$ cat config.mk
export PLATFORM = sky130hd
export DESIGN_NAME = piso_serializer
export DESIGN_NICKNAME = d
export VERILOG_FILES = /design/src/rtl/piso_serializer.sv
export SDC_FILE = /design/constraint.sdc
export NUM_CORES = 1
export LEC_CHECK = 0
export CORE_AREA = 2 2 39 41
export DETAILED_ROUTE_END_ITERATION = 10
export DIE_AREA = 0 0 41 43
export DONT_BUFFER_PORTS = 1
export HOLD_SLACK_MARGIN = 0.08
export SYNTH_ARGS = -nofsm -noshare
export SYNTH_HDL_FRONTEND = slang
export SYNTH_SLANG_ARGS = --single-unit
$ cat constraint.sdc
create_clock -name clk -period 3 [get_ports clk]
set_input_delay 0.15 -clock clk [delete_from_list [all_inputs] [get_ports clk]]
set_output_delay 0.15 -clock clk [all_outputs]
set_load 0.02 [all_outputs]
$ cat src/rtl/piso_serializer.sv
// Parallel-in / serial-out serializer with a valid/ready word input and a
// valid-qualified serial output. Bit order (MSB or LSB first) is chosen per
// word at accept time. The downstream can pause the stream with hold.
//
// Handshake: a word transfers on a rising clk edge where din_valid and
// din_ready are both 1. din_valid may be raised at any time and must stay
// high, with din stable, until that transfer; din_ready never depends on
// din_valid. sout/last are meaningful only when sout_valid is 1. Each valid
// cycle consumes one bit; hold suppresses sout_valid and consumes nothing.
//
// busy mirrors the FSM state (1 = SHIFT), so it also serves as the state
// probe for external checkers.
module piso_serializer #(
  parameter int WIDTH = 4
) (
  input  logic             clk,
  input  logic             rst,
  input  logic [WIDTH-1:0] din,
  input  logic             din_valid,
  output logic             din_ready,
  input  logic             dir,
  input  logic             hold,
  output logic             sout,
  output logic             sout_valid,
  output logic             last,
  output logic             busy
);

  localparam int CW = $clog2(WIDTH);
  localparam logic [CW-1:0] CNT_LOAD = CW'(WIDTH - 1);

  typedef enum logic {
    IDLE  = 1'b0,
    SHIFT = 1'b1
  } state_t;

  state_t           state;
  state_t           state_nxt;
  logic [WIDTH-1:0] shreg;
  logic [CW-1:0]    cnt;
  logic             dir_q;
  logic             accept;
  logic             advance;
  logic             cnt_zero;

  assign cnt_zero = (cnt == '0);

  // State register; reset aborts any word in flight.
  always_ff @(posedge clk or negedge rst) begin
    if (!rst) begin
      state <= IDLE;
    end else begin
      state <= state_nxt;
    end
  end

  // Next-state and handshake/output decode.
  always_comb begin
    state_nxt  = state;
    din_ready  = 1'b0;
    sout       = 1'b0;
    sout_valid = 1'b0;
    last       = 1'b0;
    busy       = 1'b0;
    accept     = 1'b0;
    advance    = 1'b0;
    case (state)
      IDLE: begin
        din_ready = 1'b1;
        accept    = din_valid;
        if (din_valid) begin
          state_nxt = SHIFT;
        end
      end
      SHIFT: begin
        busy       = 1'b1;
        sout       = dir_q ? shreg[0] : shreg[WIDTH-1];
        sout_valid = !hold;
        last       = !hold && cnt_zero;
        din_ready  = !hold && cnt_zero;
        accept     = !hold && cnt_zero && din_valid;
        advance    = !hold && !cnt_zero;
        // Final bit going out with no follow-on word: drop back to IDLE.
        if (!hold && cnt_zero && !din_valid) begin
          state_nxt = IDLE;
        end
      end
      default: begin
        state_nxt = IDLE;
      end
    endcase
  end

  // Shift register, bit counter and latched bit order.
  always_ff @(posedge clk or negedge rst) begin
    if (!rst) begin
      shreg <= '0;
      cnt   <= '0;
      dir_q <= 1'b0;
    end else if (accept) begin
      shreg <= din;
      cnt   <= CNT_LOAD;
      dir_q <= dir;
    end else if (advance) begin
      if (dir_q) begin
        shreg <= {1'b0, shreg[WIDTH-1:1]};
      end else begin
        shreg <= {shreg[WIDTH-2:0], 1'b0};
      end
      cnt <= cnt - CW'(1);
    end
  end

endmodule

==> out/results.ini <==
[die]
die_x_um=41
ios=14
num_rows=14
start_util_pct=31.0
die_h_um=43
coreArea_um2=1380
dieArea_um2=1760

[detailed_routing]
routed_wl_um=888
wl_per_cell_um=12.5
vias=360
drc=0
ant_nets=0
first_pass_iters=4
drt_iter0_drc=4
vias_per_cell=5.07

[power_and_ir_drop]
clkPwrFrac_pct=16.9
p_comb_share_pct=41.9
power_frac_seq_pct=41.1
switching_share_pct=41.5
p_leak_nw=0.234
p_sw_w=0.000204
ir_worst_vdd_v=0.000217
total_power_w=0.000490
p_int_w=0.000287
powerDensity_nw_per_um2=937

[synth]
yosysTopAreaCell=dfrtp_1
ys_warn_count=0
synth.cell_area_um2=429
syn_area_per_cell_um2=8.94
seq_area_frac_synth_pct=46.6
synth_area_leaders=dfrtp_1 47%, mux2i_1 7.0%, nand2_1 5.2%, o21ai_0 4.7%, inv_1 4.4%
syn_inst=48
synth.top_cell.area_share_pct=46.6
syn_nets=58
synth-seq-cells=8
synth_cell_type_count=22

[sta]
fin_worst_skew_ns=0.00303
worst_slew_pin_slew_ns=0.717
layout_min_cycle_time_ns=1.67
hold_viol=0
setup_viol=0
slew_headroom_pct=51.7
finalCritPeriodShare_pct=55.6
slew_violations=0
tns_ns=0
rsz0062_at_grt=no
max_freq_mhz=599

[worst_setup_path]
critPathMaxFanout=4
crit_slowest_cell=o21ai_0
path_class=reg2out
cp.arrival_ns=1.52
crit_top_cell=inv_1
worst_setup_path_end_kind=primary output
path_buf_inv=2
worstPathRequired_ns=2.85
path_cells=inv_1 > ha_1 > inv_1 > o21ai_0
crit_family=compound AO/OA/AOI/OAI gates
cpPeakStageDelay_ns=0.57
cp-start-kind=register
rrSetupSlack_ns=1.48

[clock_tree]
cts_buffers=3
clock_path_buffers=2
tritoncts=done
cts_root_buffer=clkbuf_4
clkTransAtPathRegs_ns=0.06
clock-sinks=8
htreeDepth=1
insertion_delay_ns=0.25

[layout]
final_common_cell=dfrtp_1
drive_gt1_share_pct=12.7
diodes=0
fin_nets=67
layout_common_cells=8 x dfrtp_1, 6 x nand2_1, 6 x dlygate4sd3_1
final_area_um2=523
fillers=154
syn2layout_area_growth_pct=21.9

[min_path]
hold_path.class=in2reg

[grt]
grtUsageTotal_pct=12.2
overflow=0
grt_pass1_vias=332
antenna_found_initial=0
grt_pass1_wl_um=1360
grt_max_degree=9

[flow_run]
max_cap_viol_count=0

[placement]
place_congestion=0.669
dp_hpwl_um=631
portBuffers=0
place_area_um2=440

[outcome]
status=finished, final reports clean

## path summary, 6_finish.rpt
check,depth (start not counted),from,endpoint
hold / removal,1,din[3],shreg[3]
min in group asynchronous,1,rst,dir_q
hold reg to reg,1,cnt[0],cnt[0]
setup reg to reg,5,cnt[0],state
max in group asynchronous,1,rst,state
setup / recovery,4,cnt[0],din_ready
## final cells by class
type	instances	area [µm²]	share of cell area (%)
well taps	16	20.0	3.83
inverters	6	22.5	4.31
multi-input cells	32	198	37.8
repair buffers	6	60.1	11.5
flip-flops and latches	8	200	38.3
clock buffers	3	22.5	4.31
## synthesized netlist by cell type
cell type and instances:
clkbuf_1 1, nand3_1 1, o21ai_0 4, o221a_2 1, inv_1 5, inv_2 1, buf_2 1, dfrtp_1 8
nand2_2 1, nor2_1 3, o21a_1 1, a31oi_1 1, nand2b_1 1, nor3_1 3, a21oi_1 1, nor2b_1 1
o21ai_2 1, nand2_1 6, ha_1 1, or3_1 1, mux2i_1 3, o221ai_1 2
## routing by layer
| metal | vias to the layer above | wire length, µm | GRT usage (%) |
|---|---|---|---|
| met5 | - | 0 | 0 |
| met4 | 0 | 14 | 10.0 |
| met1 | 164 | 401 | 14.4 |
| met2 | 15 | 413 | 16.6 |
| met3 | 2 | 60 | 4.71 |
| li1 | 179 | - | - |
## power groups by stage
stage               Combinational, W  Sequential [W]  Clock [W]
finish                      0.000206        0.000202  0.0000830
global route                0.000238        0.000209  0.0000952
CTS                         0.000209        0.000201  0.0000899
detailed placement          0.000200        0.000203          0
global placement            0.000194        0.000202          0
floorplan                   0.000187        0.000184          0
## sequential cells by signal (all words and copies together), names as in the netlist
| signal | cells |
|---|---|
| cnt | 2 |
| state | 1 |
| shreg | 4 |
| dir_q | 1 |
## logic make-up after synthesis
logic type                 count (synthesis)  share of synthesized area (%)
DFF                                        8                           46.6
and+or+nand+nor                           17                           18.4
buffers and inverters                      8                           7.29
AOI/OAI and AO/OA                         11                           17.8
adders and majority gates                  1                           2.91
muxes                                      3                           7.00
## through the flow
step | worst slack (ns) | hold slack, ns | instances | utilization [%]
floorplan | 1.58 | -0.146 | 48 | -
global placement | 1.52 | -0.145 | 62 | 31.8
detailed placement | 1.47 | -0.145 | 62 | 31.8
CTS | 1.30 | 0.0806 | 71 | 37.8
global route | 1.16 | 0.0931 | 71 | 37.8
finish | 1.33 | 0.0923 | 71 | 37.8
## timing repair
| item | 4_1_cts | 5_1_grt |
|---|---|---|
| hold buffers | 6 | 0 |
| endpoints found under the hold margin | 13 | 0 |
| buffers inserted | 0 | 0 |
| resized for setup | 0 | 0 |
(Power assumes the default switching activity.)
